<file path="config.mk">
export PLATFORM = sky130hd
export DESIGN_NAME = popcount_acc
export DESIGN_NICKNAME = d
export VERILOG_FILES = /design/src/rtl/popcount_acc.sv
export SDC_FILE = /design/constraint.sdc
export NUM_CORES = 1
export LEC_CHECK = 0
export CAP_MARGIN = 5
export CORE_MARGIN = 3
export CORE_UTILIZATION = 50
export DETAILED_ROUTE_END_ITERATION = 8
export GPL_TIMING_DRIVEN = 1
export MAX_ROUTING_LAYER = met4
export PLACE_DENSITY_LB_ADDON = 0.3
export RECOVER_POWER = 25
export SYNTH_ARGS = -nofsm -noshare
export SYNTH_HDL_FRONTEND = slang
export SYNTH_SLANG_ARGS = --single-unit
export TNS_END_PERCENT = 100
</file>
<file path="constraint.sdc">
create_clock -name clk -period 4.8 [get_ports clk]
set_input_delay 0.96 -clock clk [delete_from_list [all_inputs] [get_ports clk]]
set_output_delay 0.96 -clock clk [all_outputs]
set_load 0.01 [all_outputs]
</file>
<file path="src/rtl/popcount_acc.sv">
// popcount_acc: pipelined population-count accumulator.
// Each accepted beat is reduced to a bit count by a registered adder tree.
// Counts are summed per frame into a saturating accumulator, and one total
// per frame is presented on a valid/ready output.
module popcount_acc #(
  parameter int N_IN  = 15,
  parameter int PIPE  = 2,
  parameter int ACC_W = 16
) (
  input  logic             clk,
  input  logic             reset,
  input  logic             in_valid,
  output logic             in_ready,
  input  logic [N_IN-1:0]  in_data,
  input  logic             in_last,
  output logic             out_valid,
  input  logic             out_ready,
  output logic [ACC_W-1:0] out_count,
  output logic             out_sat
);

  // Width of a full-beat count, tree depth and leaf count of the padded tree.
  localparam int CW   = $clog2(N_IN + 1);
  localparam int LV   = $clog2(N_IN);
  localparam int P    = 1 << LV;
  localparam int NMID = (PIPE > 1) ? PIPE - 1 : 1;

  // One partial count per tree node; after level k only the first P>>k
  // entries are nonzero. No partial count can exceed N_IN, so CW bits suffice.
  typedef logic [P-1:0][CW-1:0] vec_t;

  typedef enum logic {
    S_IDLE,
    S_ACCUM
  } state_t;

  // Apply tree levels lo+1..hi: each level adds neighbouring node pairs.
  function automatic vec_t reduce_levels(input vec_t v, input int lo, input int hi);
    vec_t cur;
    vec_t nxt;
    cur = v;
    for (int k = lo; k < hi; k++) begin
      nxt = '0;
      for (int j = 0; j < P / 2; j++) begin
        nxt[j] = cur[2*j] + cur[2*j+1];
      end
      cur = nxt;
    end
    return cur;
  endfunction

  // Finish the tree from level lo; the root ends up in entry 0.
  function automatic logic [CW-1:0] tree_total(input vec_t v, input int lo);
    vec_t r;
    r = reduce_levels(v, lo, LV);
    return r[0];
  endfunction

  logic               stall;
  vec_t               in_vec;
  vec_t               mid_reg [0:NMID-1];
  logic [CW-1:0]      cnt_reg;
  logic [PIPE-1:0]    vld_reg;
  logic [PIPE-1:0]    lst_reg;
  logic               cnt_valid;
  logic               cnt_last;

  state_t             state_reg;
  state_t             state_next;
  logic [ACC_W-1:0]   acc_reg;
  logic               sat_reg;
  logic [ACC_W-1:0]   acc_base;
  logic               sat_base;
  logic [ACC_W:0]     sum;
  logic [ACC_W-1:0]   acc_next;
  logic               sat_next;

  logic               out_valid_reg;
  logic [ACC_W-1:0]   out_count_reg;
  logic               out_sat_reg;

  // A held result freezes the whole datapath, so nothing is lost or duplicated.
  assign stall     = out_valid_reg & ~out_ready;
  assign in_ready  = ~stall;
  assign cnt_valid = vld_reg[PIPE-1];
  assign cnt_last  = lst_reg[PIPE-1];

  // Leaves of the tree: one count per input bit, zero for the padding leaves.
  for (genvar gi = 0; gi < P; gi++) begin : g_leaf
    if (gi < N_IN) begin : g_bit
      assign in_vec[gi] = CW'(in_data[gi]);
    end else begin : g_pad
      assign in_vec[gi] = '0;
    end
  end

  // Tree stages: levels are split evenly across PIPE register stages.
  for (genvar gi = 0; gi < PIPE; gi++) begin : g_stage
    localparam int LO = (gi * LV) / PIPE;
    localparam int HI = ((gi + 1) * LV) / PIPE;
    vec_t stage_in;

    if (gi == 0) begin : g_first
      assign stage_in = in_vec;
    end else begin : g_next
      assign stage_in = mid_reg[gi-1];
    end

    if (gi < PIPE - 1) begin : g_mid
      // Intermediate stage register: partial sums after level HI.
      always_ff @(posedge clk) begin
        if (reset) begin
          mid_reg[gi] <= '0;
        end else if (!stall) begin
          mid_reg[gi] <= reduce_levels(stage_in, LO, HI);
        end
      end
    end else begin : g_last
      // Final stage register: the complete beat count.
      always_ff @(posedge clk) begin
        if (reset) begin
          cnt_reg <= '0;
        end else if (!stall) begin
          cnt_reg <= tree_total(stage_in, LO);
        end
      end
    end
  end

  // Valid and last flags travel alongside the counts through every stage.
  always_ff @(posedge clk) begin
    if (reset) begin
      vld_reg <= '0;
      lst_reg <= '0;
    end else if (!stall) begin
      vld_reg[0] <= in_valid & in_ready;
      lst_reg[0] <= in_last;
      for (int s = 1; s < PIPE; s++) begin
        vld_reg[s] <= vld_reg[s-1];
        lst_reg[s] <= lst_reg[s-1];
      end
    end
  end

  // Next frame state and saturating sum for the arriving count.
  always_comb begin
    state_next = state_reg;
    acc_base   = (state_reg == S_IDLE) ? '0 : acc_reg;
    sat_base   = (state_reg == S_IDLE) ? 1'b0 : sat_reg;
    sum        = {1'b0, acc_base} + (ACC_W + 1)'(cnt_reg);
    acc_next   = sum[ACC_W-1:0];
    sat_next   = sat_base;
    if (sum[ACC_W]) begin
      acc_next = '1;
      sat_next = 1'b1;
    end
    if (cnt_valid) begin
      state_next = cnt_last ? S_IDLE : S_ACCUM;
    end
  end

  // Frame state register.
  always_ff @(posedge clk) begin
    if (reset) begin
      state_reg <= S_IDLE;
    end else if (!stall) begin
      state_reg <= state_next;
    end
  end

  // Accumulator and output register; a last beat publishes and clears the frame.
  always_ff @(posedge clk) begin
    if (reset) begin
      acc_reg       <= '0;
      sat_reg       <= 1'b0;
      out_valid_reg <= 1'b0;
      out_count_reg <= '0;
      out_sat_reg   <= 1'b0;
    end else if (!stall) begin
      // Not stalled means any pending result is being taken this cycle.
      out_valid_reg <= 1'b0;
      if (cnt_valid) begin
        if (cnt_last) begin
          out_count_reg <= acc_next;
          out_sat_reg   <= sat_next;
          out_valid_reg <= 1'b1;
          acc_reg       <= '0;
          sat_reg       <= 1'b0;
        end else begin
          acc_reg <= acc_next;
          sat_reg <= sat_next;
        end
      end
    end
  end

  assign out_valid = out_valid_reg;
  assign out_count = out_count_reg;
  assign out_sat   = out_sat_reg;

endmodule
</file>
==> results.cfg <==
[critical_path]
cp-startpoint = out_ready
startpoint_type = input port
criticalPathCategory = input port to output pin
reg2reg_slack_ps = 2090
worst-path-max-fanout = 14
r2r_cells = 7
critPathArrivalTime_ps = 2860
endpoint_kind = output pin
cp.required_ps = 3840
rr_startpoint = state_reg
r2r_end = out_count[15]
crit_end = in_ready

[synth]
ys_seq_area_share_pct = 40.05
syn_inst = 346
synth_fp_nets = 389
synth-seq-cells = 55
synth_compound_area_share_pct = 16.09
synth-adder-area-share_pct = 12.00
synth-simple-area-share_pct = 22.38
ys.flop_type = dfxtp_1
synth_xor_area_share_pct = 1.738
synth_top_family_by_area = simple AND/OR/NAND/NOR gates
yosysWarningCount = 0
synth.distinct_cells = 60
synth_mux_area_share_pct = 0.9930
synth_area_um2 = 3024
synth.avg_cell_area_um2 = 8.740
synth_edf_count = 11
async_flop_share_pct = 0

[status]
status = completed

[floorplan]
start_util_pct = 53.28
fp.dieW_um = 83.77
coreArea_um2 = 5675
rows = 27
dieArea_um2 = 7017
io_pins = 39
die_h_um = 83.77

[clock_tree]
insertion_delay_ps = 310
cts_setup_buffers = 0
cts-htree-levels = 2
clockRootBuffer = clkbuf_8
cts_made_buffers = 5
clk_pin_slew_worst_paths_ps = 100
cts_hold_buffers = 0
post_cts_resized = 0
tritoncts = done
cts_sinks = 55
cts_buffer_depth = 2

[routing]
drc_errors = 0
dr_wl_met3_um = 415
maxUsedRoutingLayer = met4
drt_pass1_iterations = 4
via_per_inst = 5.636
route.met2.wl_um = 3155
wl_met1_um = 2955
ant_nets = 0
routedWlPerCell_um = 14.82
wl_um = 6639
drtIter0Drc = 218
dr_total_vias = 2525

[placement]
port_buffers = 38
dp_cells = 440
dpl.hpwl_um = 4673
gp_congestion = 0.9532

[pwr]
power_density_nw_per_um2 = 278.8
power_mw = 0.9927
leakage_nw = 1.435
peakVddDrop_mv = 0.1367

[job]
max_cap_violations = 0

[grt]
grt_pass1_vias = 2501
gr-usage-all-layers_pct = 20.44
grt_overflow = 0
antenna_found_initial = 0
grt_pass1_wl_um = 11510
grt_max_degree = 41

[timing]
drv_slew = 0
slew_headroom_pct = 25.11
clock_skew_ps = 6.256
rsz0062_at_grt = no
fin_crit_ps = 3819
tightest_slew_ps = 1123
post-route-period-util_pct = 79.57
fin_tns_setup_ps = 0
finalHoldViolCount = 0
max_freq_ghz = 0.2618
setup_violations = 0

[cells_and_area]
multi_input_area_um2 = 1609
final_nets = 418
final_cells = 448
drive_gt1_share_pct = 5.851
fillers = 501
diodes = 0
areaGrowthSynthToFinish_pct = 17.75
seq_area_um2 = 1211

[hold_path]
hold_class = flop to flop
Yosys cell counts (3+ instances only):
cell type	count	area share, %
nand2_1	49	6.1
dfxtp_1	44	29
inv_1	32	4.0
a21oi_1	26	4.3
nor2_1	23	2.9
and2_1	17	3.5
o21ai_0	14	2.3
ha_1	13	5.4
clkbuf_1	11	1.4
edfxtp_1	11	11
nor3_1	11	1.8
fa_1	10	6.6
a211oi_1	6	1.5
nand3_1	6	0.99
nand4_1	6	1.2
and3_1	4	0.83
buf_2	4	0.66
xor2_1	4	1.2
buf_1	3	0.37
mux2i_1	3	0.99
o22ai_1	3	0.62
layout make-up:
class	instances	area share, %
multi-input cells	240	45.19
clock inverters	2	1.054
inverters	32	3.373
clock buffers	6	2.635
flip-flops and latches	55	34.01
repair buffers	41	11.21
well taps	72	2.530
worst min path at each step:
stage / start / end / cells past startpoint
6_report: vld_reg[0] / vld_reg[0] / 2
5_1_grt: vld_reg[0] / vld_reg[0] / 2
4_1_cts: vld_reg[0] / vld_reg[0] / 2
3_5_place_dp: vld_reg[0] / vld_reg[0] / 2
3_3_place_gp: acc_reg[3] / acc_reg[3] / 2
2_1_floorplan: acc_reg[3] / acc_reg[3] / 2
layer usage:
metal,GRT usage (%),vias to the layer above
met4,6.725,0
met5,-,-
met2,33.84,81
met3,4.047,12
met1,25.03,1177
li1,-,1255
worst max-delay path: stages:
cell	delay, ps
dlygate4sd3_1	530
nor2b_1	100
clkbuf_1	380
inv_1	320
clkdlybuf4s50_1	560
through the flow:
stage               hold WS (ps)  utilization, %  setup WS, ps  cell area [um^2]
global route               480.6           62.74         832.5              3561
floorplan                  417.4               -          2193              3024
global placement           432.4           60.49          1319              3433
finish                     458.4           62.74         980.6              3561
detailed placement         446.9           60.49          1303              3433
CTS                        460.2           62.81          1285              3565
cell families after synthesis:
logic type,after synthesis
compound gates,75
xor+xnor,6
fa+ha+maj,23
buf+inv,51
flops,55
mux,3
simple gates,133
layout by cell type, fill, tap and decap left out, drive strengths merged, types with 2 or more instances in the layout:
cell type	synthesis	layout
dfxtp	44	44
nand3	7	7
fa	10	10
o2bb2ai	2	2
a21oi	26	26
nand4	6	6
buf	8	2
nor4b	3	3
a211oi	7	7
clkdlybuf4s50	0	22
nor2	24	24
nor3	13	13
xnor2	2	2
o21ai	15	15
and2	17	17
ha	13	13
a31oi	2	2
o22ai	3	3
dlygate4sd3	0	16
nand2	49	49
o31ai	2	2
and3	4	4
a21o	2	2
mux2i	3	3
xor2	4	4
edfxtp	11	11
a21boi	2	2
a31o	2	2
and4	2	2
clkbuf	11	7
inv	32	32
report_power, final:
group          internal, mW  leakage, nW  switching [mW]
registers             0.495        0.485          0.0157
logic                0.0631        0.887          0.0728
clock network         0.187       0.0626           0.159
Power figures use the tool's default switching activity.
